===== src/rtl/serial_cmp_ctrl_if.sv =====
// Handshake and result bundle for serial_cmp_ctrl: operands and cascade in,
// status and registered result flags out.
interface serial_cmp_ctrl_if #(
    parameter int WIDTH = 16
);
    logic             start;
    logic [WIDTH-1:0] a;
    logic [WIDTH-1:0] b;
    logic             cas_gt;
    logic             cas_lt;
    logic             cas_eq;
    logic             busy;
    logic             done;
    logic             res_gt;
    logic             res_lt;
    logic             res_eq;
    logic             err;

    modport master (
        output start, a, b, cas_gt, cas_lt, cas_eq,
        input  busy, done, res_gt, res_lt, res_eq, err
    );

    modport slave (
        input  start, a, b, cas_gt, cas_lt, cas_eq,
        output busy, done, res_gt, res_lt, res_eq, err
    );
endinterface


===== src/rtl/serial_cmp_ctrl.sv =====
// Serial magnitude comparator: walks captured operands one nibble per cycle,
// MSB first, exits early on the first difference, else defers to the cascade.
module serial_cmp_ctrl #(
    parameter int WIDTH = 16
) (
    input  logic             clk,
    input  logic             rst_n,
    serial_cmp_ctrl_if.slave bus
);
    localparam int NIB = WIDTH / 4;
    localparam int IW  = (NIB > 1) ? $clog2(NIB) : 1;

    typedef enum logic {IDLE = 1'b0, RUN = 1'b1} state_t;

    state_t           state_q, state_d;
    logic [WIDTH-1:0] a_q, b_q;
    logic [2:0]       cas_q;     // {gt, lt, eq}
    logic [IW-1:0]    idx_q;
    logic             done_q;
    logic [2:0]       res_q;     // {gt, lt, eq}
    logic             err_q;

    logic [3:0]       nib_a, nib_b;
    logic             nib_ne, last_nib, finish;

    assign nib_a    = 4'(a_q >> {idx_q, 2'b00});
    assign nib_b    = 4'(b_q >> {idx_q, 2'b00});
    assign nib_ne   = (nib_a != nib_b);
    assign last_nib = (idx_q == '0);
    assign finish   = nib_ne || last_nib;

    always_ff @(posedge clk or negedge rst_n) begin
        if (!rst_n) state_q <= IDLE;
        else        state_q <= state_d;
    end

    always_comb begin
        state_d = state_q;
        case (state_q)
            IDLE:    if (bus.start) state_d = RUN;
            RUN:     if (finish)    state_d = IDLE;
            default: state_d = IDLE;
        endcase
    end

    always_comb begin
        bus.busy   = (state_q == RUN);
        bus.done   = done_q;
        bus.res_gt = res_q[2];
        bus.res_lt = res_q[1];
        bus.res_eq = res_q[0];
        bus.err    = err_q;
    end

    // Result registers only move on a finishing edge, never on acceptance.
    always_ff @(posedge clk or negedge rst_n) begin
        if (!rst_n) begin
            a_q    <= '0;
            b_q    <= '0;
            cas_q  <= '0;
            idx_q  <= '0;
            done_q <= 1'b0;
            res_q  <= '0;
            err_q  <= 1'b0;
        end else begin
            done_q <= 1'b0;
            if (state_q == IDLE) begin
                if (bus.start) begin
                    a_q   <= bus.a;
                    b_q   <= bus.b;
                    cas_q <= {bus.cas_gt, bus.cas_lt, bus.cas_eq};
                    idx_q <= IW'(NIB - 1);
                end
            end else if (nib_ne) begin
                res_q  <= (nib_a > nib_b) ? 3'b100 : 3'b010;
                err_q  <= 1'b0;
                done_q <= 1'b1;
            end else if (!last_nib) begin
                idx_q <= idx_q - 1'b1;
            end else begin
                done_q <= 1'b1;
                case (cas_q)
                    3'b100, 3'b010, 3'b001: begin
                        res_q <= cas_q;
                        err_q <= 1'b0;
                    end
                    default: begin
                        res_q <= 3'b000;
                        err_q <= 1'b1;
                    end
                endcase
            end
        end
    end
endmodule


===== src/flat_wrapper.sv =====
// flat-port wrapper written by rule: the top's interface ports become plain ports
module serial_cmp_ctrl_flat 
#(
    parameter int WIDTH = 16
)
  (clk, rst_n, bus_start, bus_a, bus_b, bus_cas_gt, bus_cas_lt, bus_cas_eq, bus_busy, bus_done, bus_res_gt, bus_res_lt, bus_res_eq, bus_err);
  serial_cmp_ctrl_if #(.WIDTH(WIDTH)) bus_i ();
  input  logic clk;
  input  logic rst_n;
  input wire logic [$bits(bus_i.start)-1:0] bus_start;
  input wire logic [$bits(bus_i.a)-1:0] bus_a;
  input wire logic [$bits(bus_i.b)-1:0] bus_b;
  input wire logic [$bits(bus_i.cas_gt)-1:0] bus_cas_gt;
  input wire logic [$bits(bus_i.cas_lt)-1:0] bus_cas_lt;
  input wire logic [$bits(bus_i.cas_eq)-1:0] bus_cas_eq;
  output wire logic [$bits(bus_i.busy)-1:0] bus_busy;
  output wire logic [$bits(bus_i.done)-1:0] bus_done;
  output wire logic [$bits(bus_i.res_gt)-1:0] bus_res_gt;
  output wire logic [$bits(bus_i.res_lt)-1:0] bus_res_lt;
  output wire logic [$bits(bus_i.res_eq)-1:0] bus_res_eq;
  output wire logic [$bits(bus_i.err)-1:0] bus_err;
  assign bus_i.start = bus_start;
  assign bus_i.a = bus_a;
  assign bus_i.b = bus_b;
  assign bus_i.cas_gt = bus_cas_gt;
  assign bus_i.cas_lt = bus_cas_lt;
  assign bus_i.cas_eq = bus_cas_eq;
  assign bus_busy = bus_i.busy;
  assign bus_done = bus_i.done;
  assign bus_res_gt = bus_i.res_gt;
  assign bus_res_lt = bus_i.res_lt;
  assign bus_res_eq = bus_i.res_eq;
  assign bus_err = bus_i.err;
  serial_cmp_ctrl #(.WIDTH(WIDTH)) u_core (.clk(clk), .rst_n(rst_n), .bus(bus_i));
endmodule

===== config.mk =====
export PLATFORM = sky130hd
export DESIGN_NAME = serial_cmp_ctrl_flat
export DESIGN_NICKNAME = d
export VERILOG_FILES = /design/src/rtl/serial_cmp_ctrl_if.sv /design/src/rtl/serial_cmp_ctrl.sv /design/src/flat_wrapper.sv
export SDC_FILE = /design/constraint.sdc
export NUM_CORES = 1
export LEC_CHECK = 0
export CORE_MARGIN = 3
export CORE_UTILIZATION = 45
export CTS_CLUSTER_SIZE = 30
export DETAILED_ROUTE_END_ITERATION = 12
export PLACE_DENSITY = 0.78
export SLEW_MARGIN = 20
export SYNTH_ARGS = -nofsm -noshare
export SYNTH_HDL_FRONTEND = slang
export SYNTH_SLANG_ARGS = --single-unit

===== constraint.sdc =====
create_clock -name clk -period 2.65 [get_ports clk]
set_clock_uncertainty 0.2 [all_clocks]
set_input_delay 0.53 -clock clk [delete_from_list [all_inputs] [get_ports clk]]
set_output_delay 0.53 -clock clk [all_outputs]
set_load 0.02 [all_outputs]

==> results.txt <==
----------------------------------------------------
[Critical path]
  Worst-path maximum fanout ... 11
  WP depth ... 8
  Element type at the critical path end ... flop
  Worst path max stage delay ... ~500 ps
  Sum of buffers and inverters on the critical path ... 2
  Critical path startpoint ... u_core.idx_q[0]
  Crit path arrival time ... 2480 ps
  Crit path capture ... u_core.res_q[1]
  Critical path data required time ... 2660 ps
  Setup slack on the worst flop-to-flop path ... 180 ps
  CP Launch Type ... flop
  CP delay by family, top ... compound AO/OA/AOI/OAI gates
  Critical path class ... flop to flop
  Logic depth of the worst register-to-register path ... 8
  Worst reg2reg startpoint ... u_core.idx_q[0]
  Endpoint of the worst-slack reg-to-reg timing path ... u_core.res_q[1]
  Max stage delay cell, worst path ... sky130_fd_sc_hd__mux4_2
  CP cell instances ... buf_12 -> mux4_2 -> inv_1 -> ha_1 -> nand2b_1 -> a2111oi_2 -> nor3_1 -> o21ai_0

[Clocking]
  Buffer levels on the longest clock path ... 2
  CTS tree ... yes
  Total setup buffers inserted after CTS ... 0
  Resized cells post-CTS ... 0
  Buffer type at the clock tree root ... sky130_fd_sc_hd__clkbuf_8
  Clock edge transition at the registers on the reported setup and hold paths ... around 80 ps
  Hold buffer count at CTS ... 0
  Number of clock buffers inserted by TritonCTS ... 5
  Num Clock Sinks ... 43
  Level count of the clock H-tree ... 2
  Clock latency on the worst-skew pair ... 290 ps

[Route]
  Vias per std cell ... around 5.3
  Initial drt markers ... 50
  Overall via count from detail_route ... 1220
  Post-detailed-routing wire length ... 3550 um
  Remaining number of nets flagged by the antenna check after routing ... 0
  First-pass iteration count of the detailed router ... 4
  Drt drc ... 0
  Post-detailed-route wirelength per cell ... 15.5 um

[STA]
  Setup Viol. Count Final ... 0
  Worst slew margin ... 0.379
  Setup repair after global routing missed its margin ... false
  Period minus WS final ... 2470 ps
  Top achievable clock speed ... between 0.4 and 0.5 GHz
  Final Max Tran Viols ... 0
  Post-route clock period utilization ... 0.932
  Sum of negative setup slack ... 0 ps
  Slew at the pin with the worst max-slew slack ... 931 ps
  Final Hold Fails ... 0

[Floorplan]
  Die boundary height ... just over 70 um
  Core Area ... 4140 um^2
  Initial Utilization ... 0.480
  Die area ... around 5300 um^2
  Row count ... 23
  Top-Level Pins ... 44
  Die X ... 72.5 um

[Logic synthesis]
  Most frequently used cell type in the post-synthesis netlist ... sky130_fd_sc_hd__dfrtp_1
  Cells taking the most area after synthesis ... sky130_fd_sc_hd__dfrtp_1 54%, sky130_fd_sc_hd__mux2_2 20%, sky130_fd_sc_hd__mux4_2 9.1%
  Post-synthesis sequential area ratio ... 0.541
  Synthesized area divided by synthesized cell count ... 15.1 um^2
  Share of Yosys cell area claimed by the top area cell type ... 0.541
  Yosys warning count ... 0
  Most used DFF post-synth ... sky130_fd_sc_hd__dfrtp_1
  Net Count, Synth ... around 180
  Number of enable-type register cells in the synthesized netlist ... 0
  Async SR Flop Fraction ... 1.00
  Library cell occupying the most area in the post-synthesis netlist ... sky130_fd_sc_hd__dfrtp_1
  Mapped cell area ... 1990 um^2
  #FFs+latches synth ... 43
  Cells after Synth ... 132
  Yosys cell types ... 27
  Most frequent cells after synthesis ... 43 x sky130_fd_sc_hd__dfrtp_1, 35 x sky130_fd_sc_hd__mux2_2, 8 x sky130_fd_sc_hd__mux4_2

[Job]
  Max Cap Violations ... 0

[Cells and area]
  Share of post-route cells with drive strength above 1 ... 0.341
  P&R area growth vs syn ... 30.1%
  Ant. Diodes ... 0
  Number of nets at the end of the flow ... 221

[Placed design]
  Total of buffers placed on input and output ports ... 43
  Sum of net half-perimeters after detailed placement ... 2710 um
  RePlAce Congestion ... 0.729

[Global route]
  Global-route wire length before repair ... 6020 um
  Vias in the first global route ... 1319
  Total GRT Usage ... 0.150
  Largest net degree at the start of global routing ... 44
  Initial antenna violation count ... 0
  Total grt overflow ... 0

[Outcome]
  Run status ... finished clean

[Power and ir drop]
  Worst IR Drop VDD ... around 500 uV
  Post-layout power ... between 2000 and 2500 uW
  Total power divided by cell area ... 946 nW/um^2
  Leakage component of the power ... 0.00109 uW

[Min path]
  Worst min-delay path class ... primary input to asynchronous set/reset pin

----------------------------------------------------
[flip-flops by register name (all words and copies together), names as in the netlist]
signal / cells
u_core.a_q: 16
u_core.b_q: 16
u_core.cas_q: 3
u_core.res_q: 3
u_core.idx_q: 2
u_core.bus.busy: 1
u_core.bus.done: 1
u_core.bus.err: 1
[cells by family after synthesis]
family          synth area share
xor+xnor                 0.00441
compound gates            0.0441
simple gates              0.0579
flops                      0.541
mux                        0.289
buf+inv                   0.0321
fa+ha+maj                 0.0315
[area by class of cell]
type,instances,area (um^2)
multi-input combinational,76,856
fill,326,1560
clock buffer,8,100
sequential,43,1080
tap,50,62.6
timing repair buffer,45,465
inverter,7,26.3
[per-layer routing]
layer / track usage / part of all wire / routed length, um
met4: 0.0430 / 0.013 / 46
met2: 0.250 / 0.50 / 1780
met1: 0.187 / 0.42 / 1490
met3: 0.0499 / 0.066 / 233
met5: 0 / 0 / 0
[worst register-to-register path: cells and delay by family, from the launching register on]
family / cells / cell delay [ps]
compound gates: 2 / 560
mux: 1 / 500
flops: 1 / 370
simple gates: 2 / 270
fa+ha+maj: 1 / 260
buf+inv: 2 / 220
[metrics by stage]
step | worst slack [ps] | cell area, um^2 | std cells | util | hold slack, ps
finish | 181 | 2590 | 229 | 0.624 | 175
global route | 2.94 | 2590 | 229 | 0.624 | 247
CTS | 159 | 2590 | 229 | 0.624 | 202
detailed placement | 184 | 2490 | 221 | 0.600 | 278
global placement | 228 | 2490 | 221 | 0.600 | 263
floorplan | 156 | 1990 | 132 | - | 34.4
[cells in the final DEF (no fill, tap or decap), drive strengths merged, types with 2 or more instances in the layout]
cell           netlist  final
dfrtp               43     43
clkdlybuf4s50        0     42
mux2                35     35
mux4                 8      8
clkbuf               0      8
inv                  7      7
ha                   5      5
nand2                4      4
o21ai                4      4
buf                  6      3
nor3                 2      2
nor2                 2      2
o21a                 2      2
nor3b                2      2
[where the power goes]
part           total (uW)  switching, uW  internal (uW)  leakage [uW]
clock                 443            205            238     0.0000515
sequential           1030            143            888      0.000503
combinational         971            404            568      0.000534
[worst min-delay path by stage]
stage / startpoint / slack, ps / endpoint / cells past startpoint
floorplan: rst_n / 30 / u_core.a_q[0] / 0
finish: rst_n / 170 / u_core.a_q[7] / 1
global route: rst_n / 250 / u_core.a_q[7] / 1
detailed placement: u_core.res_q[1] / 280 / u_core.res_q[1] / 2
global placement: u_core.res_q[0] / 260 / u_core.res_q[0] / 2
CTS: rst_n / 200 / u_core.a_q[14] / 1
Note: power is estimated with default switching activity, not from simulation.
